**src/rtl/frame_light_scheduler.sv**
```systemverilog
// frame_light_scheduler: frame-synchronous traffic light with pedestrian shortening and flashing-yellow mode.
module frame_light_scheduler #(
  parameter int FPS      = 60,
  parameter int RED_S    = 10,
  parameter int GREEN_S  = 8,
  parameter int YELLOW_S = 3,
  parameter int PED_S    = 2
) (
  input  logic       clk_HDMI,
  input  logic       rstn,
  input  logic       frame_start,
  input  logic       en,
  input  logic       ped_req,
  output logic [1:0] light_state,
  output logic [6:0] countdown,
  output logic       blink,
  output logic       ped_ack,
  output logic       update
);
  localparam logic [1:0] RED = 2'd0, GREEN = 2'd1, YELLOW = 2'd2, FLASH = 2'd3;
  localparam int CW = $clog2(FPS);
  localparam logic [CW-1:0] LAST = CW'(FPS - 1);
  localparam logic [CW-1:0] HALF = CW'(FPS / 2 - 1);
  logic [1:0] state_q, state_d;
  logic [6:0] cd_q, cd_d;
  logic [CW-1:0] fcnt_q, fcnt_d, hc_q, hc_d;
  logic blink_q, blink_d, pend_q, pend_d, ack_q, ack_d, upd_q, upd_d;
  logic tick;
  assign tick = fcnt_q == LAST;
  always_comb begin
    state_d = state_q;
    cd_d    = cd_q;
    fcnt_d  = fcnt_q;
    hc_d    = hc_q;
    blink_d = blink_q;
    pend_d  = pend_q | (ped_req & (state_q == GREEN || state_q == YELLOW));
    ack_d   = 1'b0;
    if (frame_start) begin
      if (!en) begin
        pend_d = 1'b0;
        if (state_q != FLASH) begin
          state_d = FLASH;
          cd_d    = '0;
          fcnt_d  = '0;
          hc_d    = '0;
          blink_d = 1'b0;
        end else begin
          hc_d    = hc_q == HALF ? '0 : hc_q + 1'b1;
          blink_d = blink_q ^ (hc_q == HALF);
        end
      end else if (state_q == FLASH) begin
        state_d = RED;
        cd_d    = 7'(RED_S);
        blink_d = 1'b0;
        fcnt_d  = '0;
        hc_d    = '0;
      end else begin
        fcnt_d = tick ? '0 : fcnt_q + 1'b1;
        if (tick && cd_q == 7'd1) begin
          state_d = state_q == RED ? GREEN : state_q == GREEN ? YELLOW : RED;
          cd_d    = state_q == RED ? 7'(GREEN_S) : state_q == GREEN ? 7'(YELLOW_S) : 7'(RED_S);
        end else if (tick)
          cd_d = (state_q == GREEN && pend_q && cd_q > 7'(PED_S)) ? 7'(PED_S) : cd_q - 1'b1;
      end
    end
    // A request arriving in the same cycle as RED entry is dropped, not carried over.
    if (state_d == RED && state_q != RED) begin
      ack_d  = pend_q;
      pend_d = 1'b0;
    end
    upd_d = (state_d != state_q) || (cd_d != cd_q);
  end
  always_ff @(posedge clk_HDMI) begin
    if (!rstn) begin
      state_q <= RED;
      cd_q    <= 7'(RED_S);
      fcnt_q  <= '0;
      hc_q    <= '0;
      blink_q <= 1'b0;
      pend_q  <= 1'b0;
      ack_q   <= 1'b0;
      upd_q   <= 1'b0;
    end else begin
      state_q <= state_d;
      cd_q    <= cd_d;
      fcnt_q  <= fcnt_d;
      hc_q    <= hc_d;
      blink_q <= blink_d;
      pend_q  <= pend_d;
      ack_q   <= ack_d;
      upd_q   <= upd_d;
    end
  end
  assign light_state = state_q;
  assign countdown   = cd_q;
  assign blink       = blink_q;
  assign ped_ack     = ack_q;
  assign update      = upd_q;
endmodule

```
**config.mk**
```make
export PLATFORM = sky130hd
export DESIGN_NAME = frame_light_scheduler
export DESIGN_NICKNAME = d
export VERILOG_FILES = /design/src/rtl/frame_light_scheduler.sv
export SDC_FILE = /design/constraint.sdc
export NUM_CORES = 1
export LEC_CHECK = 0
export CAP_MARGIN = 15
export CELL_PAD_IN_SITES_DETAIL_PLACEMENT = 1
export CELL_PAD_IN_SITES_GLOBAL_PLACEMENT = 2
export CORE_ASPECT_RATIO = 0.5
export CORE_MARGIN = 10
export CORE_UTILIZATION = 36
export DETAILED_ROUTE_END_ITERATION = 6
export PLACE_DENSITY = 0.92
export REMOVE_ABC_BUFFERS = 1
export SYNTH_ARGS = -nofsm -noshare
export SYNTH_HDL_FRONTEND = slang
export SYNTH_SLANG_ARGS = --single-unit
```
**constraint.sdc**
```tcl
create_clock -name clk_HDMI -period 3.25 [get_ports clk_HDMI]
set_input_delay 0.65 -clock clk_HDMI [delete_from_list [all_inputs] [get_ports clk_HDMI]]
set_output_delay 0.65 -clock clk_HDMI [all_outputs]
set_load 0.05 [all_outputs]
```
=== Yosys cells after proc, flatten, opt, wreduce, memory -nomap -nowiden ===
Cells that the tools add are included.

* Bits in registers: 25
* Output and inout port bits: 12

* $add $sub $neg: 3
* $lt $le $gt $ge: 1
* Equality and inequality tests: 10
* Multiplexer cells: 29
* Bitwise logic cells: 4
* Reductions and logical operators: 14

{| class="wikitable"
|+ Operators with widths
! operator !! count
|-
| $mux 7 || 7
|-
| $mux 6 || 8
|-
| $mux 2 || 7
|-
| $add 6x1->6 const B || 2
|-
| $mux 4 || 2
|-
| $eq 7x1->1 const B || 1
|-
| $gt 7x2->1 const B || 1
|-
| $ne 7x7->1 || 1
|-
| $sub 7x1->7 const B || 1
|-
| $eq 6x5->1 const B || 1
|-
| $eq 6x6->1 const B || 1
|-
| $reduce_and 2->1 || 3
|-
| $mux 1 || 5
|-
| $eq 2x2->1 const B || 2
|-
| $logic_and 1x1->1 || 4
|-
| $logic_not 2->1 || 2
|-
| $reduce_bool 2->1 || 2
|-
| $eq 2x1->1 const B || 1
|-
| $logic_or 1x1->1 || 2
|-
| $ne 2x1->1 const B || 1
|-
| $ne 2x2->1 || 1
|-
| $ne 2x2->1 const B || 1
|-
| $reduce_or 2->1 || 1
|-
| $and 1x1->1 || 1
|-
| 3 further kinds || 3
|}

=== Depth between registers and ports, before layout ===
* Depth in word-level cells: 11
* Mapped depth: 9
* Mapped depth without buffers: 8

=== Worst setup path after synthesis ===
No wires, ideal clock.

* Path type: register to register
* Start point: reg cd_q[0] (netlist: countdown[0])
* End point: reg upd_q (netlist: update)
* Library setup time: 134 ps
* Arrival: 2453 ps
* Data required time: 3116 ps
* Slack: 663 ps
* Cell stages (with the launch flop): 10
* Buffers on the path: 1
* Clock period less this slack: 2587 ps
* Cells stage by stage: dfxtp_1 > clkbuf_1 > inv_1 > ha_1 > nor2b_1 > o311ai_4 > a221o_1 > a32oi_1 > xnor2_1 > a41oi_1

* Cells in the longest elaborated chain, start to end: 10
* Elaborated cells on any way between the ends: 19

{| class="wikitable"
|+ RTL lines
! item !! line !! text
|-
| start: declaration || 25 || <nowiki>logic [6:0] cd_q, cd_d;</nowiki>
|-
| start signal: assignment || 76 || <nowiki>cd_q <= 7'(RED_S);</nowiki>
|-
| $gt 7x2->1 || 63 || <nowiki>cd_d = (state_q == GREEN && pend_q && cd_q > 7'(PED_S)) ? 7'(PED_S) : cd_q - 1'b1;</nowiki>
|-
| $logic_and 1x1->1 || 63 ||
|-
| $mux 7 || 63 ||
|-
| $mux 7 || 62 || <nowiki>end else if (tick)</nowiki>
|-
| $mux 7 || 59 || <nowiki>if (tick && cd_q == 7'd1) begin</nowiki>
|-
| $mux 7 || 51 || <nowiki>end else if (state_q == FLASH) begin</nowiki>
|-
| $mux 7 || 39 || <nowiki>if (!en) begin</nowiki>
|-
| $mux 7 || 38 || <nowiki>if (frame_start) begin</nowiki>
|-
| $ne 7x7->1 || 71 || <nowiki>upd_d = (state_d != state_q) || (cd_d != cd_q);</nowiki>
|-
| $logic_or 1x1->1 (*) || 71 ||
|-
| end signal: assignment || 91 || <nowiki>upd_q <= upd_d;</nowiki>
|-
| end: declaration || 27 || <nowiki>logic blink_q, blink_d, pend_q, pend_d, ack_q, ack_d, upd_q, upd_d;</nowiki>
|}

Every way passes the cells marked *; elsewhere a longest branch is shown, timed or not.
A chain may end at the register's enable or synchronous reset.

=== Worst setup path after layout ===
Ends and elaborated chain as after synthesis.

==> results.toml <==
[logic_synthesis]
ys_top_cells_by_area = "dfxtp_1 (30%), ha_1 (6.7%), nand2_1 (4.9%)"
yosys-top-cells-count = "dfxtp_1 (25), nand2_1 (22), nor2_1 (17), a21oi_1 (12), o21ai_0 (11)"
async_flop_share_pct = 0
synthFlopType = "dfxtp_1"
synth-seq-area-share_pct = 29.9
synth-adder-area-share_pct = 6.73
ys_types = 51
yosysMostFrequentCell = "dfxtp_1"
synthXorXnorAreaFrac_pct = 4.71
yosys_warnings = 0
synth_mux_area_share_pct = 1.35
synth_area_per_cell_sq_um = 8.01
synth_compound_area_share_pct = 23.3
synth_edf_count = 0
syn_area_sq_um = 1670
synthSimpleGateAreaFrac_pct = 29.1
synth_top_family_by_area = "simple AND/OR/NAND/NOR gates"
ys_ff_latch = 25
synth_top_area_share_pct = 29.9
syn_inst = 209
yosys.area.top_type = "dfxtp_1"

[sta]
finalSetupViolations = 0
rsz0062_at_grt = "false"
skew_ns = 0.00395
fin_crit_sh_pct = 77.5
tightest_slew_ns = 0.578
setup_tns_ns = 0
slew_headroom_pct = 61.3
final-hold-violation-count = 0
holdWs_ns = 0.490
drv_slew = 0
period_needed_ns = 2.52
fmax_mhz = 397

[placement]
port_buffers = 16
place_inst = 272
gp_congestion = 0.883
post_dp_cell_area_sq_um = 1870
hpwl_microns = 3440

[layout]
fin_area_sq_um = 1920
regArea_sq_um = 500
fillers = 528
multi_input_area_sq_um = 1090
num-nets-final = 234
drive_gt1_share_pct = 6.39
area_growth_pct = 14.6
final_core_util_pct = 43.2
antenna_cells = 0
layoutNonFillerInstCount = 276

[clocking]
ctsLongestPathBuffers = 2
cts.clk_slew.worst_paths_ns = 0.10
cts.sinks = 25
cts_tree = "built"
post_cts_resized = 0
root_buffer = "clkbuf_8"
clk_latency_ns = 0.28
cts_setup_buffers = 0
cts_buffers = 3
htreeDepth = 1
ctsHoldBuffers = 0

[grt]
grt_start_max_net_pins = 18
antenna_found_initial = 0
grt_overflow = 0
grt_usage_pct = 11.9
grt_pass1_vias = 1517
grt_pass1_wl_microns = 7780

[critical_path]
cp_max_fo = 10
r2r_slack_ns = 0.73
end_kind = "flop"
timing.rr.end = "update$_SDFF_PN0_"
crit_type = "flop to flop"
arrival_ns = 2.68
worstReg2RegStart = "countdown[0]$_SDFF_PN0_"
start_kind = "flop"
r2r_cells = 8
cp.required_ns = 3.41

[power_and_ir_drop]
leakagePower_nw = 0.698
powerDensity_nw_per_um2 = 361
vdd_drop_max_v = 0.000173

[drt]
wl_per_cell_microns = 16.4
routed_wl_microns = 4510
ant_nets = 0
firstDrtPassIters = 4
post-route-drc-count = 0
via_per_inst = 5.71
vias = 1576
first_iter_violations = 53

[floorplan]
die_height_microns = 68.2
rows = 17
die_area_sq_um = 7940
core_sq_um = 4450
die_w_microns = 116
io_pins = 17
start_util_pct = 37.7

[job]
drv_cap = 0

[hold_path]
min_path_type = "flop to flop"
hp-start = "fcnt_q[5]$_SDFFE_PN0P_"
hold_depth = 2
hold_end = "fcnt_q[5]$_SDFFE_PN0P_"

[run_status]
outcome = "completed"
[flip-flops by register name, summed over array words and instances (netlist names)]
name         count
ped_ack          1
hc_q             6
pend_q           1
blink            1
fcnt_q           6
countdown        7
update           1
light_state      2
[kinds of logic after synthesis]
kind of cell	after synthesis
muxes	2
buffers and inverters	21
and+or+nand+nor	89
DFF	25
adders and majority gates	9
AOI/OAI and AO/OA	54
xor gates and xnor gates	9
[final cells by class]
| class | count | area share [%] |
|---|---|---|
| repair buffers | 17 | 8.74 |
| flip-flops and latches | 25 | 26.1 |
| well taps | 57 | 3.72 |
| clock inverters | 1 | 0.456 |
| multi-input cells | 163 | 56.9 |
| clock buffers | 3 | 2.15 |
| inverters | 10 | 1.96 |
[worst max-delay path by stage]
stage	slack, ns	from	end
final	0.73	countdown[0]$_SDFF_PN0_	update$_SDFF_PN0_
after global routing	0.53	countdown[0]$_SDFF_PN0_	pend_q$_SDFF_PP0_
after CTS	0.78	countdown[0]$_SDFF_PN0_	pend_q$_SDFF_PP0_
after detailed placement	0.55	frame_start	update$_SDFF_PN0_
after global placement	0.56	frame_start	update$_SDFF_PN0_
after floorplan	0.72	countdown[0]$_SDFF_PN0_	update$_SDFF_PN0_
[metal layers]
layer	part of all wire (%)	track usage [%]	up-vias
met5	0	0	-
met4	0.71	2.79	0
met3	2.0	2.36	4
met2	44	18.8	17
met1	53	16.4	777
li1	-	-	778
[worst max-delay path, stage by stage, from the launching register on]
cell and delay (ns):
dfxtp_1 0.55, inv_1 0.17, ha_1 0.23, nor2b_1 0.34, o311ai_4 0.17, a221o_1 0.38
a32oi_1 0.25, xnor2_1 0.17, a41oi_1 0.13
[placed cells by master (no fill, tap or decap), drive strengths merged, types with 3 or more instances in the layout]
cell / n
clkbuf: 3
o21ai: 14
nand3: 5
nor2: 17
inv: 11
xnor2: 3
and3: 4
nand4: 8
clkdlybuf4s50: 16
nand2b: 8
nor2b: 3
ha: 9
and2: 7
dfxtp: 25
xor2: 6
o22ai: 3
nand2: 22
nor3: 5
a21oi: 12
[through the flow]
step                      power [W]  setup WS [ns]
final                      0.000693          0.732
after global routing       0.000732          0.532
after CTS                  0.000702          0.779
after detailed placement   0.000496          0.546
after global placement     0.000495          0.559
after floorplan            0.000444          0.724
[power by group]
part | internal [W] | total [W] | switching [W] | leakage [nW]
logic | 0.0000569 | 0.000155 | 0.0000985 | 0.468
registers | 0.000318 | 0.000335 | 0.0000172 | 0.203
clock network | 0.0000901 | 0.000203 | 0.000113 | 0.0261
No activity file was read; power rests on OpenSTA's default activity.
